$ cat src/rtl/vedic_mult_pipe.sv
// Three-stage pipelined Urdhva-Tiryagbhyam multiplier with a single global stall.
// Define VEDIC_SIGNED_EN to add the in_signed port and two's-complement operand support.
module vedic_mult_pipe #(
  parameter int WIDTH = 8
) (
  input  logic               clk,
  input  logic               rst,
  input  logic               in_valid,
  output logic               in_ready,
  input  logic [WIDTH-1:0]   in_a,
  input  logic [WIDTH-1:0]   in_b,
`ifdef VEDIC_SIGNED_EN
  input  logic               in_signed,
`endif
  output logic               out_valid,
  input  logic               out_ready,
  output logic [2*WIDTH-1:0] out_p,
  output logic               busy
);

  localparam int H  = WIDTH / 2;
  localparam int W2 = 2 * WIDTH;

  // Handshake: a transfer happens only when valid && ready on the same edge.
  // in_ready = adv is combinational; once out_valid rises it holds, with out_p
  // stable, until out_ready completes the transfer. All stages move together on adv.
  logic adv;
  logic v1, v2, v3;

  logic [WIDTH-1:0] a1, b1;
  logic [WIDTH-1:0] pp_ll, pp_lh, pp_hl, pp_hh;
  logic [W2-1:0]    p3;

  logic [WIDTH-1:0] mag_a, mag_b;
  logic [W2:0]      ll_x, cross_x, hh_x;
  logic [W2-1:0]    sum, p_next;

  assign adv       = !v3 || out_ready;
  assign in_ready  = adv;
  assign out_valid = v3;
  assign out_p     = p3;
  assign busy      = v1 || v2 || v3;

`ifdef VEDIC_SIGNED_EN
  logic sign_a, sign_b, neg_in, neg1, neg2;

  // |-2^(WIDTH-1)| wraps to itself, which is the correct unsigned magnitude.
  assign sign_a = in_signed && in_a[WIDTH-1];
  assign sign_b = in_signed && in_b[WIDTH-1];
  assign mag_a  = sign_a ? (~in_a + WIDTH'(1)) : in_a;
  assign mag_b  = sign_b ? (~in_b + WIDTH'(1)) : in_b;
  assign neg_in = sign_a ^ sign_b;

  always_ff @(posedge clk) begin
    if (rst) begin
      neg1 <= 1'b0;
      neg2 <= 1'b0;
    end else if (adv) begin
      if (in_valid) neg1 <= neg_in;
      neg2 <= neg1;
    end
  end

  assign p_next = neg2 ? (~sum + W2'(1)) : sum;
`else
  assign mag_a  = in_a;
  assign mag_b  = in_b;
  assign p_next = sum;
`endif

  // The cross sum needs WIDTH+1 bits; the full sum fits exactly in 2*WIDTH.
  assign ll_x    = (W2+1)'(pp_ll);
  assign cross_x = (W2+1)'(pp_lh) + (W2+1)'(pp_hl);
  assign hh_x    = (W2+1)'(pp_hh);
  assign sum     = W2'(ll_x + (cross_x << H) + (hh_x << WIDTH));

  always_ff @(posedge clk) begin
    if (rst) begin
      v1 <= 1'b0;
      a1 <= '0;
      b1 <= '0;
    end else if (adv) begin
      v1 <= in_valid;
      if (in_valid) begin
        a1 <= mag_a;
        b1 <= mag_b;
      end
    end
  end

  always_ff @(posedge clk) begin
    if (rst) begin
      v2    <= 1'b0;
      pp_ll <= '0;
      pp_lh <= '0;
      pp_hl <= '0;
      pp_hh <= '0;
    end else if (adv) begin
      v2    <= v1;
      pp_ll <= WIDTH'(a1[H-1:0])     * WIDTH'(b1[H-1:0]);
      pp_lh <= WIDTH'(a1[H-1:0])     * WIDTH'(b1[WIDTH-1:H]);
      pp_hl <= WIDTH'(a1[WIDTH-1:H]) * WIDTH'(b1[H-1:0]);
      pp_hh <= WIDTH'(a1[WIDTH-1:H]) * WIDTH'(b1[WIDTH-1:H]);
    end
  end

  // Bubbles load zero so out_p reads 0 whenever out_valid is low.
  always_ff @(posedge clk) begin
    if (rst) begin
      v3 <= 1'b0;
      p3 <= '0;
    end else if (adv) begin
      v3 <= v2;
      p3 <= v2 ? p_next : '0;
    end
  end

endmodule
$ cat config.mk
export PLATFORM = sky130hd
export DESIGN_NAME = vedic_mult_pipe
export DESIGN_NICKNAME = d
export VERILOG_FILES = /design/src/rtl/vedic_mult_pipe.sv
export SDC_FILE = /design/constraint.sdc
export NUM_CORES = 1
export LEC_CHECK = 0
export CORE_UTILIZATION = 30
export CTS_BUF_LIST = sky130_fd_sc_hd__clkbuf_8
export DETAILED_ROUTE_END_ITERATION = 10
export HOLD_SLACK_MARGIN = 0.03
export PLACE_DENSITY = 0.44
export SLEW_MARGIN = 20
export SYNTH_ARGS = -nofsm -noshare
export SYNTH_HDL_FRONTEND = slang
export SYNTH_SLANG_ARGS = --single-unit
$ cat constraint.sdc
create_clock -name clk -period 3.9 [get_ports clk]
set_input_delay 0.39 -clock clk [delete_from_list [all_inputs] [get_ports clk]]
set_output_delay 0.39 -clock clk [all_outputs]
set_load 0.02 [all_outputs]
# Word level (Yosys, flattened, before mapping)
# Index checks and enable logic that the tools add are counted.
[word_totals]
input_bits = 20
output_inout_bits = 19
register_bits = 67
wordCells = 23
[classes]
reduce_logical = 5
n_mul = 4
n_addsub = 3
n_mux = 1
[op_table]
columns = ["operator", "count"]
rows = [
  ["$mul A4 B4 Y8", 4],
  ["$add A14 B16 Y16", 1],
  ["$mux W16", 1],
  ["$add A8 B13 Y14", 1],
  ["$add A8 B8 Y9", 1],
  ["$logic_or A1 B1 Y1", 3],
  ["$reduce_and A2 Y1", 1],
  ["$logic_not A1 Y1", 1],
]

# Longest topological paths before layout
[logic_depth]
depth_word = 4
ltp_mapped = 14
depth_no_buf = 14

# Worst setup path after synthesis
# Ideal clock, no wire load.
[synth_timing]
path_kind = "register to register"
startpoint = "reg pp_lh[0]"
endpoint = "reg p3[13] (netlist: out_p[13])"
path_stages_with_launch = 15
setup_ns = 0.117
path_buffers = 0
t_required_ns = 3.783
setup_slack_ns = 0.927
arrival_ns = 2.855
synth_period_minus_slack_ns = 2.973
cell_sequence = "dfxtp_1 > ha_1 > inv_1 > fa_1 > nor2b_1 > o21ai_0 > a21boi_0 > nor3_1 > o21a_1 > ha_1 > a21o_1 > a21o_1 > a21oi_2 > nand3b_1 > a32o_1"
[synth_via]
elab_chain_cells = 4
[synth_rtl]
columns = ["element", "line", "rtl"]
rows = [
  ["start, declared", "31", "logic [WIDTH-1:0] pp_ll, pp_lh, pp_hl, pp_hh;"],
  ["start signal, assigned", "101", "pp_lh <= WIDTH'(a1[H-1:0]) * WIDTH'(b1[WIDTH-1:H]);"],
  ["$add A8 B8 Y9", "73", "assign cross_x = (W2+1)'(pp_lh) + (W2+1)'(pp_hl);"],
  ["$add A8 B13 Y14", "75", "assign sum = W2'(ll_x + (cross_x << H) + (hh_x << WIDTH));"],
  ["$add A14 B16 Y16", "75", ""],
  ["$mux W16", "114", "p3 <= v2 ? p_next : '0;"],
  ["end signal, assigned", "114", ""],
  ["end, declared", "32", "logic [W2-1:0] p3;"],
]
# No other way between the ends.
# A chain may end at the register's enable or synchronous reset.

# Final worst setup path
# Same ends and word-level chain as after synthesis.

==> results_dict.tcl <==
set metrics [dict create \
    worst_setup_path_start_kind "flop" \
    drv_slew 0 \
    start_util_pct 30.66 \
    avgSynthCellArea_um2 8.224 \
    clockBufferDepth 2 \
    cts_buffers 9 \
    clk_pin_slew_ps 90 \
    p_comb_share_pct 9.7 \
    clock-sinks 67 \
    rows 46 \
    dr_wl_met3_um 420 \
    crit_arrival_ps 3540 \
    tns_ps 0 \
    syn_to_final_growth_pct 16.27 \
    insertedDiodeCount 0 \
    antenna_left 0 \
    grt_max_degree 66 \
    worst_pin_slew_ps 731.1 \
    grt_usage_pct 15.68 \
    leakage_nw 2.507 \
    fin_crit_ps 3262 \
    rrSetupSlack_ps 640 \
    r2r-start "pp_lh[0]" \
    worst_slack_ps 637.6 \
    r2r_cells 14 \
    viasPerCell 4.726 \
    cts.repair.resized 0 \
    pwr-share-clk_pct 43.6 \
    cts_tree "done" \
    wl_per_cell_um 14.18 \
    synthFlopType "dfxtp_1" \
    skew_ps 10.99 \
    hold_class "reg2reg" \
    grt.overflow.total 0 \
    p_per_area_nw_per_um2 278.5 \
    vdd_drop_max_v 0.0002070 \
    wl_met2_um 5235 \
    critPathTopFamily "compound AO/OA/AOI/OAI gates" \
    cts-root-buf "clkbuf_8" \
    path_depth 14 \
    rsz0062_at_grt "false" \
    synth_cell_type_count 50 \
    yosysTopAreaCell "dfxtp_1" \
    finish.instance_area_um2 5642 \
    place_ws_ps 613.7 \
    drt_wl_total_um 11890 \
    htree_levels 3 \
    ys_seq_elements 67 \
    dieArea_um2 16690 \
    worstPathCellList "ha_1 -> inv_1 -> fa_1 -> nor2b_1 -> o21ai_0 -> a21boi_0 -> nor3_1 -> o21a_1 -> ha_1 -> a21o_1 -> a21o_1 -> a21oi_2 -> nand3b_1 -> a32o_1" \
    top_layer "met4" \
    num_vias 3960 \
    ys_seq_area_share_pct 27.64 \
    placed_area_um2 5416 \
    crit_type "reg2reg" \
    hold_buffers 0 \
    ys_warn_count 0 \
    max_freq_ghz 0.3065 \
    cts_setup_buffers 0 \
    finalHoldViolCount 0 \
    clock_latency_ps 380 \
    slew_headroom_pct 51.26 \
    switchingPower_w 0.0004236 \
    port_buffers 38 \
    crit_start "pp_lh[0]" \
    hold_slack_ps 451.4 \
    synth_edf_count 0 \
    slowest_stage "fa_1" \
    yosysMostFrequentCell "nand2_1" \
    core-area_um2 15830 \
    cp-end-kind "flop" \
    crit_buf_inv 1 \
    regToRegEndpoint "out_p[13]" \
    swShare_pct 26.96 \
    seq_area_um2 1341 \
    firstDrtPassIters 4 \
    drc 0 \
    fin_crit_sh_pct 83.65 \
    grt_pass1_wl_um 19950 \
    grt_pass1_vias 3888 \
    cp_data_required_time_ps 4180 \
    routabilityCongestion 0.7747 \
    multi_input_area_um2 3287 \
    ios 39 \
    fill_cells 1649 \
    outcome "finished clean" \
    antenna_found_initial 0 \
    synth_nets 695 \
    cap_violations 0 \
    drive_gt1_share_pct 5.145 \
    crit_end "out_p[13]" \
    finalSetupViolations 0 \
    die_w_um 129.2 \
    worst-path-max-fanout 8 \
    synth_area_um2 4852 \
    async_reset_ff_share_pct 0 \
    drt-initial-drc-count 149 \
    dpl.hpwl_um 8827 \
    synth_top_area_share_pct 27.64 \
    crit_path_max_incr_delay_ps 400 \
    synth_common_cells "nand2_1 (125), a21oi_1 (67), dfxtp_1 (67), ha_1 (67), and2_1 (39)" \
    nets 722 \
    m1WireLength_um 6128 \
    netlist_top_cells_area "dfxtp_1 (28%), ha_1 (17%), nand2_1 (9.7%)" \
    postSynthCellCount 590 \
    fp.dieH_um 129.2 \
    internal_power_w 0.001148 \
    seqPwrFrac_pct 46.7 \
]
[through the flow]
stage | utilization [%] | power, W | std cells
after floorplan | - | 0.0008405 | 590
after global placement | 34.22 | 0.0009027 | 822
after detailed placement | 34.22 | 0.0009043 | 822
after CTS | 35.64 | 0.001608 | 838
after global routing | 35.64 | 0.001652 | 838
final | 35.64 | 0.001571 | 838
[how the worst min path moves through the flow]
stage | startpoint | endpoint | slack [ps] | cells after the start
floorplan | pp_ll[1] | pp_ll[1] | 430 | 2
global placement | out_p[11] | out_p[11] | 440 | 2
detailed placement | out_p[2] | out_p[2] | 440 | 2
CTS | out_p[2] | out_p[2] | 460 | 2
global route | out_p[1] | out_p[1] | 480 | 2
finish | out_p[2] | out_p[2] | 450 | 2
[power groups by stage]
stage          Clock (W)  Combinational [W]  Sequential, W
2_1_floorplan          0           0.000107       0.000733
3_3_place_gp           0           0.000152       0.000750
3_5_place_dp           0           0.000153       0.000751
4_1_cts         0.000718           0.000155       0.000735
5_1_grt         0.000740           0.000173       0.000740
6_report        0.000685           0.000152       0.000734
[final cells by class]
cell class / count / area share [%]
multi-input cells: 467 / 58.26
flip-flops and latches: 67 / 23.77
repair buffers: 42 / 7.186
well taps: 216 / 4.790
clock buffers: 10 / 2.440
inverters: 30 / 1.996
clock inverters: 6 / 1.552
[cell families (layout without fill, tap and decap cells)]
family	Yosys count	in the layout	share of synthesized area, %
mux	1	1	0.2063
simple gates	226	226	21.94
flops	67	67	27.64
buf+inv	56	88	4.615
compound gates	135	135	17.28
xor+xnor	20	20	3.610
fa+ha+maj	85	85	24.70
[worst register-to-register path, stage by stage (launching register included)]
cell and delay, ps:
dfxtp_1 340, ha_1 190, inv_1 60, fa_1 400, nor2b_1 120, o21ai_0 100
a21boi_0 340, nor3_1 110, o21a_1 180, ha_1 360, a21o_1 230, a21o_1 200
a21oi_2 210, nand3b_1 100, a32o_1 240
[cells in the final DEF (no fill, tap or decap), types with 2 or more instances in the layout]
cell and instances:
a211oi_1 11, a21o_1 12, a21oi_1 67, a21oi_2 2
a31oi_1 5, a32o_1 2, and2_1 39, and3_1 2
buf_4 4, bufinv_16 2, clkbuf_8 10, clkdlybuf4s50_1 37
clkinv_2 2, dfxtp_1 67, fa_1 18, ha_1 67
inv_1 28, nand2_1 125, nand2b_1 2, nand3_1 13
nand3b_1 2, nand4_1 2, nand4b_1 4, nor2_1 18
nor2b_1 2, nor3_1 5, nor4b_1 4, o211ai_1 4
o21a_1 3, o21ai_0 14, o21ai_2 2, o21bai_1 2
o31ai_1 2, or3_1 3, xnor2_1 17, xor2_1 3
[registers in the layout, summed over array words and instances (netlist names)]
name / cells
v1: 1
b1: 8
v2: 1
out_valid: 1
pp_ll: 8
pp_hl: 8
pp_hh: 8
a1: 8
pp_lh: 8
out_p: 16
[per-layer routing]
layer,up-vias,GRT usage (%)
met2,60,25.30
li1,2075,-
met3,6,4.294
met4,0,3.945
met5,-,0
met1,1819,20.64
(Power assumes the default switching activity.)
